[src/rtl/logit_buffer_if.sv]
// Bundle between logit_buffer and its neighbours: the upstream logit stream
// (valid/ready/last) plus the consumer side (start/size/done/busy and the
// combinational read port).
// master: the environment driving the stream and the consumer.
// slave:  the logit_buffer itself.
interface logit_buffer_if #(
  parameter int DATA_W = 32,
  parameter int ADDR_W = 16
);
  logic                     in_valid;
  logic signed [DATA_W-1:0] in_data;
  logic                     in_last;
  logic                     in_ready;
  logic [ADDR_W-1:0]        rd_addr;
  logic signed [DATA_W-1:0] rd_data;
  logic                     start;
  logic [ADDR_W-1:0]        size;
  logic                     consumer_done;
  logic                     busy;
  logic                     truncated;

  modport master (
    output in_valid, in_data, in_last, rd_addr, consumer_done,
    input  in_ready, rd_data, start, size, busy, truncated
  );

  modport slave (
    input  in_valid, in_data, in_last, rd_addr, consumer_done,
    output in_ready, rd_data, start, size, busy, truncated
  );
endinterface

[src/rtl/logit_buffer.sv]
// logit_buffer: collects one frame of signed logits from a valid/ready stream,
// hands it to the argmax consumer with a one-cycle start pulse, serves reads
// combinationally, and stays frozen until the consumer reports done.
// Optional build macro LOGIT_BUF_SENTINEL_EN: out-of-range reads return the
// most negative value instead of zero, so a scan past size never wins.
// resetn is an active-high asynchronous reset despite its name.
//
// state   | meaning
// --------+-------------------------------------------------------------
// S_FILL  | accepting beats into mem; closes on in_last or on DEPTH beats
// S_ISSUE | start high for one cycle, input stalled
// S_WAIT  | busy high, buffer frozen until consumer_done is sampled
module logit_buffer #(
  parameter int DEPTH  = 10,
  parameter int DATA_W = 32,
  parameter int ADDR_W = 16
) (
  input  logic           clk,
  input  logic           resetn,
  logit_buffer_if.slave  bus
);

  localparam int WP_W  = $clog2(DEPTH + 1);
  localparam int IDX_W = (DEPTH > 1) ? $clog2(DEPTH) : 1;
  localparam int CMP_W = (WP_W > ADDR_W) ? WP_W : ADDR_W;

`ifdef LOGIT_BUF_SENTINEL_EN
  localparam logic [DATA_W-1:0] OOR_VAL = {1'b1, {(DATA_W-1){1'b0}}};
`else
  localparam logic [DATA_W-1:0] OOR_VAL = '0;
`endif

  typedef enum logic [1:0] {
    S_FILL  = 2'd0,
    S_ISSUE = 2'd1,
    S_WAIT  = 2'd2
  } state_t;

  state_t                   state;
  logic [WP_W-1:0]          wr_ptr;
  logic [WP_W-1:0]          wr_next;
  logic [WP_W-1:0]          frame_count;
  logic                     start_q;
  logic [ADDR_W-1:0]        size_q;
  logic                     busy_q;
  logic                     trunc_q;
  logic                     accept;
  logic                     close;
  logic signed [DATA_W-1:0] rd_val;

  logic signed [DATA_W-1:0] mem [DEPTH];

  assign bus.in_ready  = (state == S_FILL);
  assign accept        = bus.in_valid && (state == S_FILL);
  assign wr_next       = wr_ptr + WP_W'(1);
  // A frame ends on in_last or when the beat just written fills the last slot.
  assign close         = accept && (bus.in_last || (wr_next == WP_W'(DEPTH)));

  assign bus.start     = start_q;
  assign bus.size      = size_q;
  assign bus.busy      = busy_q;
  assign bus.truncated = trunc_q;
  assign bus.rd_data   = rd_val;

  // Frame sequencing: fill, hand off with a start pulse, wait for done.
  always_ff @(posedge clk or posedge resetn) begin
    if (resetn) begin
      state       <= S_FILL;
      wr_ptr      <= '0;
      frame_count <= '0;
      start_q     <= 1'b0;
      size_q      <= '0;
      busy_q      <= 1'b0;
      trunc_q     <= 1'b0;
    end else begin
      case (state)
        S_FILL: begin
          if (close) begin
            frame_count <= wr_next;
            size_q      <= ADDR_W'(wr_next);
            trunc_q     <= ~bus.in_last;
            wr_ptr      <= '0;
            start_q     <= 1'b1;
            state       <= S_ISSUE;
          end else if (accept) begin
            wr_ptr <= wr_next;
          end
        end
        S_ISSUE: begin
          start_q <= 1'b0;
          busy_q  <= 1'b1;
          state   <= S_WAIT;
        end
        S_WAIT: begin
          if (bus.consumer_done) begin
            busy_q <= 1'b0;
            state  <= S_FILL;
          end
        end
        default: begin
          start_q <= 1'b0;
          busy_q  <= 1'b0;
          state   <= S_FILL;
        end
      endcase
    end
  end

  // Logit storage; contents intentionally survive reset.
  always_ff @(posedge clk) begin
    if (accept) begin
      mem[wr_ptr[IDX_W-1:0]] <= bus.in_data;
    end
  end

  // Zero-latency read; the full-width compare keeps large addresses from aliasing.
  always_comb begin
    rd_val = OOR_VAL;
    if (CMP_W'(bus.rd_addr) < CMP_W'(frame_count)) begin
      rd_val = mem[bus.rd_addr[IDX_W-1:0]];
    end
  end

endmodule

[src/flat_wrapper.sv]
// flat-port wrapper written by rule: the top's interface ports become plain ports
module logit_buffer_flat 
#(
  parameter int DEPTH  = 10,
  parameter int DATA_W = 32,
  parameter int ADDR_W = 16
)
  (clk, resetn, bus_in_valid, bus_in_data, bus_in_last, bus_rd_addr, bus_consumer_done, bus_in_ready, bus_rd_data, bus_start, bus_size, bus_busy, bus_truncated);
  logit_buffer_if #(.DATA_W(DATA_W), .ADDR_W(ADDR_W)) bus_i ();
  input  logic clk;
  input  logic resetn;
  input wire logic [$bits(bus_i.in_valid)-1:0] bus_in_valid;
  input wire logic [$bits(bus_i.in_data)-1:0] bus_in_data;
  input wire logic [$bits(bus_i.in_last)-1:0] bus_in_last;
  input wire logic [$bits(bus_i.rd_addr)-1:0] bus_rd_addr;
  input wire logic [$bits(bus_i.consumer_done)-1:0] bus_consumer_done;
  output wire logic [$bits(bus_i.in_ready)-1:0] bus_in_ready;
  output wire logic [$bits(bus_i.rd_data)-1:0] bus_rd_data;
  output wire logic [$bits(bus_i.start)-1:0] bus_start;
  output wire logic [$bits(bus_i.size)-1:0] bus_size;
  output wire logic [$bits(bus_i.busy)-1:0] bus_busy;
  output wire logic [$bits(bus_i.truncated)-1:0] bus_truncated;
  assign bus_i.in_valid = bus_in_valid;
  assign bus_i.in_data = bus_in_data;
  assign bus_i.in_last = bus_in_last;
  assign bus_i.rd_addr = bus_rd_addr;
  assign bus_i.consumer_done = bus_consumer_done;
  assign bus_in_ready = bus_i.in_ready;
  assign bus_rd_data = bus_i.rd_data;
  assign bus_start = bus_i.start;
  assign bus_size = bus_i.size;
  assign bus_busy = bus_i.busy;
  assign bus_truncated = bus_i.truncated;
  logit_buffer #(.DEPTH(DEPTH), .DATA_W(DATA_W), .ADDR_W(ADDR_W)) u_core (.clk(clk), .resetn(resetn), .bus(bus_i));
endmodule
[config.mk]
export PLATFORM = sky130hd
export DESIGN_NAME = logit_buffer_flat
export DESIGN_NICKNAME = d
export VERILOG_FILES = /design/src/rtl/logit_buffer_if.sv /design/src/rtl/logit_buffer.sv /design/src/flat_wrapper.sv
export SDC_FILE = /design/constraint.sdc
export NUM_CORES = 1
export LEC_CHECK = 0
export BUFFER_PORTS_ARGS = -buffer_cell sky130_fd_sc_hd__buf_2
export CAP_MARGIN = 30
export CELL_PAD_IN_SITES_DETAIL_PLACEMENT = 1
export CELL_PAD_IN_SITES_GLOBAL_PLACEMENT = 2
export CORE_MARGIN = 3
export CORE_UTILIZATION = 45
export DETAILED_ROUTE_END_ITERATION = 10
export HOLD_SLACK_MARGIN = 0.03
export PLACE_DENSITY_LB_ADDON = 0.1
export SLEW_MARGIN = 20
export SYNTH_ARGS = -nofsm -noshare
export SYNTH_HDL_FRONTEND = slang
export SYNTH_SLANG_ARGS = --single-unit
[constraint.sdc]
create_clock -name clk -period 8.9 [get_ports clk]
set_input_delay 2.67 -clock clk [delete_from_list [all_inputs] [get_ports clk]]
set_output_delay 2.67 -clock clk [all_outputs]
set_load 0.1 [all_outputs]
==> reports/metrics.yaml, run 1 <==
hp-class: "flop to flop"
max_slew_margin: 0.4650
worstMarginPinSlew_ns: 0.8025
synth_cell_types: 43
pin_count: 105
total_power_w: 0.003902
syn_area_sq_um: 13310
drtIter0Drc: 485
drive_gt1_frac: 0.3401
area_growth_pct: 15.55
status: "finished clean"
antenna_cells: 0
grt_pass1_vias: 7080
nets: 821
drtPass1Iterations: 5
fin_crit_sh: 0.8583
r2r_end: "u_core.mem[3][7]"
rsz0062_at_grt: "no"
crit_type: "primary input to output port"
grt_max_degree: 65
path_max_fanout: 39
path_clk_slew_ns: 0.06
coreArea_sq_um: 28940
grt_overflow: 0
final.min_clock_period_ns: 7.638
root_buffer: "clkbuf_16"
finalWirelength_mm: 28.38
p_leak_nw: 5.636
port_buffers: 92
antenna_found_initial: 1
dieHeight_um: 178.0
r2r_start: "u_core.state[0]"
die_w_um: 178.0
tritoncts: "done"
drc: 0
report.final.setup_viol: 0
grt_pass1_wl_mm: 43.44
dp_hpwl_mm: 15.74
cts_sinks: 333
end_kind: "output port"
cp_data_arrival_time_ns: 4.97
place_inst: 1106
grtUsageTotal: 0.1840
clock-skew-final_ns: 0.009147
r2r_slack_ns: 6.11
cts_buffers: 36
final_cells: 1169
worst_r2r_path_depth: 4
ys_warn_count: 0
postCtsSetupRepairBufs: 0
vias_per_cell: 5.490
holdBufCountCts: 0
die-area_sq_um: 31680
hp-start: "u_core.bus.busy"
final_common_cell: "edfxtp_1"
clock_path_buffers: 3
avgSynthCellArea_sq_um: 20.51
fmax_mhz: 130.9
drv_slew: 0
htree_levels: 2
gp_congestion: 0.7159
ant_nets: 0
p_per_area_nw_per_um2: 253.7
syn_inst: 649
finalSetupTns_ns: 0
critPathLaunchType: "primary input"
num_vias: 6418
worst_skew_pair.late_latency_ns: 0.50
cts-resized-gates: 0
hold_end: "u_core.bus.busy"
synth_seq_area_share: 0.7465
synth_top_cells_by_area: "edfxtp_1 72%, mux4_2 11%, mux2_2 2.9%"
start_util: 0.4600
synth_top_area_share: 0.7220
wl_per_cell_um: 24.27
hold_depth: 1
hold_viol: 0
max-cap-violations: 0
post-synth-top-area-cell: "edfxtp_1"
ys_seq_elements: 333
peakVddDrop_mv: 0.1394
crit_required_ns: 6.23
rows: 62
final_cell_mix: "320 x edfxtp_1, 91 x buf_2, 64 x mux4_2, 37 x clkbuf_16, 35 x nand2_1"
per-stage QoR:
stage / util / worst slack (ns) / area (sq um) / hold slack (ns)
floorplan: - / 1.698 / 13350 / 0.5034
CTS: 0.5315 / 1.189 / 15380 / 0.5130
global route: 0.5315 / 1.104 / 15380 / 0.5224
finish: 0.5315 / 1.262 / 15380 / 0.5003
detailed placement: 0.4914 / 1.193 / 14220 / 0.5002
global placement: 0.4907 / 1.216 / 14200 / 0.4633
critical path: stages:
cell	delay, ns
buf_6	0.42
buf_4	0.49
mux4_2	0.57
mux2_2	0.28
o211a_1	0.22
buf_2	0.30
power breakdown:
group	switching [W]	internal (W)
registers	0.0000540	0.00187
logic	0.000357	0.000155
clock network	0.000562	0.000906
total	0.000973	0.00293
kinds of logic (layout without fill, tap and decap cells):
group / Yosys count / after routing / share of synthesized area
adders and majority gates: 8 / 8 / 0.007521
xor gates and xnor gates: 2 / 2 / 0.001316
buffers and inverters: 55 / 180 / 0.02049
other: 1 / 12 / 0.0002818
DFF: 333 / 333 / 0.7465
AOI/OAI and AO/OA: 49 / 49 / 0.03450
and+or+nand+nor: 68 / 68 / 0.02595
muxes: 133 / 133 / 0.1635
sequential cells by signal (all words and copies together) (netlist names):
| signal | flops |
|---|---|
| u_core.mem | 320 |
| u_core.state | 2 |
| u_core.bus.start | 1 |
| u_core.bus.truncated | 1 |
| u_core.bus.busy | 1 |
| u_core.wr_ptr | 4 |
| u_core.frame_count | 4 |
how the worst max path moves through the flow:
stage              startpoint         endpoint  slack (ns)  cells past startpoint
6_report       bus_rd_addr[0]  bus_rd_data[17]        1.26                      6
5_1_grt        bus_rd_addr[0]  bus_rd_data[17]        1.10                      6
4_1_cts        bus_rd_addr[0]  bus_rd_data[17]        1.19                      6
3_5_place_dp   bus_rd_addr[0]  bus_rd_data[11]        1.19                      6
3_3_place_gp   bus_rd_addr[0]  bus_rd_data[11]        1.22                      6
2_1_floorplan  bus_rd_addr[0]  bus_rd_data[10]        1.70                      7
synth_stat cells:
cell and number:
edfxtp_1 320, mux4_2 64, nand2_1 35, mux2_2 34, mux2i_1 34, o211a_1 32
clkbuf_1 15, buf_2 14, buf_4 13, dfrtp_1 13, and2_1 10, ha_1 8
inv_1 7, buf_1 6, nand2b_1 3, nor2_1 3, o21ai_0 3, a22o_1 2
and3_1 2, nor2b_1 2, nor3_1 2, nor3b_1 2, nor4_1 2, o2111ai_1 2
o21a_1 2, xnor2_1 2, a211o_1 1, a21boi_0 1, a21oi_1 1, a21oi_2 1
a22oi_1 1, a32o_1 1, and3b_1 1, conb_1 1, mux2_1 1, nand3_1 1
nand4_1 1, nand4b_1 1, nor4bb_1 1, o311ai_2 1, o32a_1 1, or3b_1 1
or4_4 1
metal layers:
layer	share of wire	vias to the layer above	global-route usage
met5	0.00046	-	0
met4	0.016	2	0.04123
met3	0.044	35	0.02937
met2	0.51	137	0.3184
met1	0.43	3394	0.2473
li1	-	2850	-
layout make-up:
class	instances	area [sq um]
clock inverter	15	192.7
sequential	333	9935
multi-input combinational	272	3163
clock buffer	48	967.2
timing repair buffer	110	614.3
fill	2578	13560
tap	384	480.5
inverter	7	26.28
No activity file was read; power rests on OpenSTA's default activity.
==> run 2, diff against run 1 <==
--- a/config.mk
+++ b/config.mk
@@ -10,7 +10,7 @@
 export CELL_PAD_IN_SITES_DETAIL_PLACEMENT = 1
 export CELL_PAD_IN_SITES_GLOBAL_PLACEMENT = 2
 export CORE_MARGIN = 3
-export CORE_UTILIZATION = 45
+export CORE_UTILIZATION = 35
 export DETAILED_ROUTE_END_ITERATION = 10
 export HOLD_SLACK_MARGIN = 0.03
 export PLACE_DENSITY_LB_ADDON = 0.1
==> reports/metrics.yaml, run 2 (synthesis results as in run 1) <==
status: "finished clean"  # unchanged
dieHeight_um: 201  # was 178.0 um
rsz0062_at_grt: "no"  # unchanged
vias_per_cell: 5.023  # was 5.490
critPathLaunchType: "primary input"  # unchanged
cts_buffers: 38  # was 36
path_clk_slew_ns: 0.06  # about the same
end_kind: "output port"  # unchanged
hold_viol: 0  # unchanged
gp_congestion: 0.7061  # was 0.7159
worst_skew_pair.late_latency_ns: 0.51  # was 0.50 ns
coreArea_sq_um: 37050  # was 28940 sq um
cp_cell_sequence: "buf_6 > buf_4 > mux4_2 > mux2_2 > o211a_1 > buf_2"  # unchanged
fin_crit_sh: 0.8615  # was 0.8583
postCtsSetupRepairBufs: 0  # unchanged
dp_hpwl_mm: 17.45  # was 15.74 mm
pin_count: 105  # unchanged
cp.buffers_inverters: 3  # unchanged
drc: 0  # unchanged
start_util: 0.3592  # was 0.4600
hp-class: "flop to flop"  # unchanged
crit_required_ns: 6.23  # about the same
tritoncts: "done"  # unchanged
fmax_mhz: 130.4  # was 130.9 MHz
root_buffer: "clkbuf_16"  # unchanged
peakVddDrop_mv: 0.1330  # was 0.1394 mV
grt_max_degree: 65  # unchanged
path_delay_family: "buffers and inverters"  # unchanged
clock_path_buffers: 3  # unchanged
drtPass1Iterations: 6  # was 5
max_slew_margin: 0.4217  # was 0.4650
grtUsageTotal: 0.1562  # was 0.1840
worst_path_max_delay_cell: "mux4_2"  # unchanged
grt_pass1_wl_mm: 47.62  # was 43.44 mm
largest_reg_flops: 320  # unchanged
max_stage_delay_ns: 0.55  # was 0.57 ns
die-area_sq_um: 40400  # was 31680 sq um
drtIter0Drc: 473  # was 485
holdBufCountCts: 0  # unchanged
htree_levels: 2  # unchanged
num_vias: 6510  # was 6418
ant_nets: 0  # unchanged
die_w_um: 201  # was 178.0 um
cts-resized-gates: 0  # unchanged
wl_per_cell_um: 24.24  # was 24.27 um
cp_data_arrival_time_ns: 5.00  # was 4.97 ns
rows: 70  # was 62
nets: 824  # was 821
max-cap-violations: 0  # unchanged
worstMarginPinSlew_ns: 0.8675  # was 0.8025 ns
final.min_clock_period_ns: 7.667  # was 7.638 ns
drive_gt1_frac: 0.3439  # was 0.3401
port_buffers: 92  # unchanged
final_common_cell: "edfxtp_1"  # unchanged
finalWorstSetupSlack_ns: 1.233  # was 1.262 ns
drv_slew: 0  # unchanged
finalWirelength_mm: 31.42  # was 28.38 mm
grt_overflow: 0  # unchanged
clock-skew-final_ns: 0.01193  # was 0.009147 ns
p_per_area_nw_per_um2: 253.6  # was 253.7 nW/um^2
finalSetupTns_ns: 0  # unchanged
report.final.setup_viol: 0  # unchanged
nFillCells: 3519  # was 2578
path_max_fanout: 47  # was 39
p_leak_nw: 5.670  # was 5.636 nW
place_ws_ns: 1.137  # was 1.193 ns
final_cell_mix: "320 x edfxtp_1, 91 x buf_2, 64 x mux4_2, 41 x clkbuf_16, 35 x nand2_1"  # was 320 x edfxtp_1, 91 x buf_2, 64 x mux4_2, 37 x clkbuf_16, 35 x nand2_1
crit_type: "primary input to output port"  # unchanged
grt_pass1_vias: 7351  # was 7080
cts_sinks: 333  # unchanged
area_growth_pct: 17.18  # was 15.55%
antenna_found_initial: 3  # was 1
## run 2: changes by cell type in the layout (fill, tap and decap cells not counted), moves of 2 or more
cell | before | now
bufinv_16 | 5 | 3
clkbuf_1 | 11 | 5
clkbuf_16 | 37 | 41
clkinv_1 | 6 | 13
## run 2: power breakdown
part           switching, W  internal [W]
Sequential        0.0000536       0.00187
Combinational      0.000368      0.000156
Clock              0.000591      0.000917
## run 2: path summary, 6_finish.rpt
kind                            startpoint  slack (ns)  depth (start not counted)               end
max in group asynchronous           resetn        6.35                          2  u_core.wr_ptr[1]
min in group asynchronous           resetn        2.19                          2   u_core.bus.busy
setup / recovery            bus_rd_addr[0]        1.23                          6   bus_rd_data[24]
hold reg to reg            u_core.bus.busy        0.49                          1   u_core.bus.busy
setup reg to reg           u_core.state[0]        6.02                          4  u_core.mem[4][3]
hold / removal             u_core.bus.busy        0.49                          1   u_core.bus.busy
## run 2: cell type report
cell class                 count  area, sq um  area share
sequential                   333         9935      0.6370
clock inverter                22        171.4     0.01099
tap                          504        630.6     0.04044
clock buffer                  46         1045     0.06699
inverter                       7        26.28    0.001685
antenna                        1        2.502   0.0001605
timing repair buffer         111        621.8     0.03987
multi-input combinational    272         3163      0.2028
## run 2: layer usage
metal	vias to the layer above	global-route usage	share of wire
met2	140	0.2736	0.51
met3	51	0.02870	0.049
met4	4	0.03413	0.017
met5	-	0	0.0011
met1	3455	0.2038	0.42
li1	2860	-	-
## run 2: stage by stage
stage / instance area [sq um] / utilization / total power (W) / std cells / hold slack, ns
floorplan: 13350 / - / 0.002313 / 660 / 0.5034
global placement: 14360 / 0.3875 / 0.002474 / 1226 / 0.4598
detailed placement: 14380 / 0.3880 / 0.002496 / 1227 / 0.4789
CTS: 15590 / 0.4209 / 0.004022 / 1295 / 0.4924
global route: 15590 / 0.4209 / 0.004121 / 1295 / 0.5191
finish: 15600 / 0.4209 / 0.003955 / 1296 / 0.4876
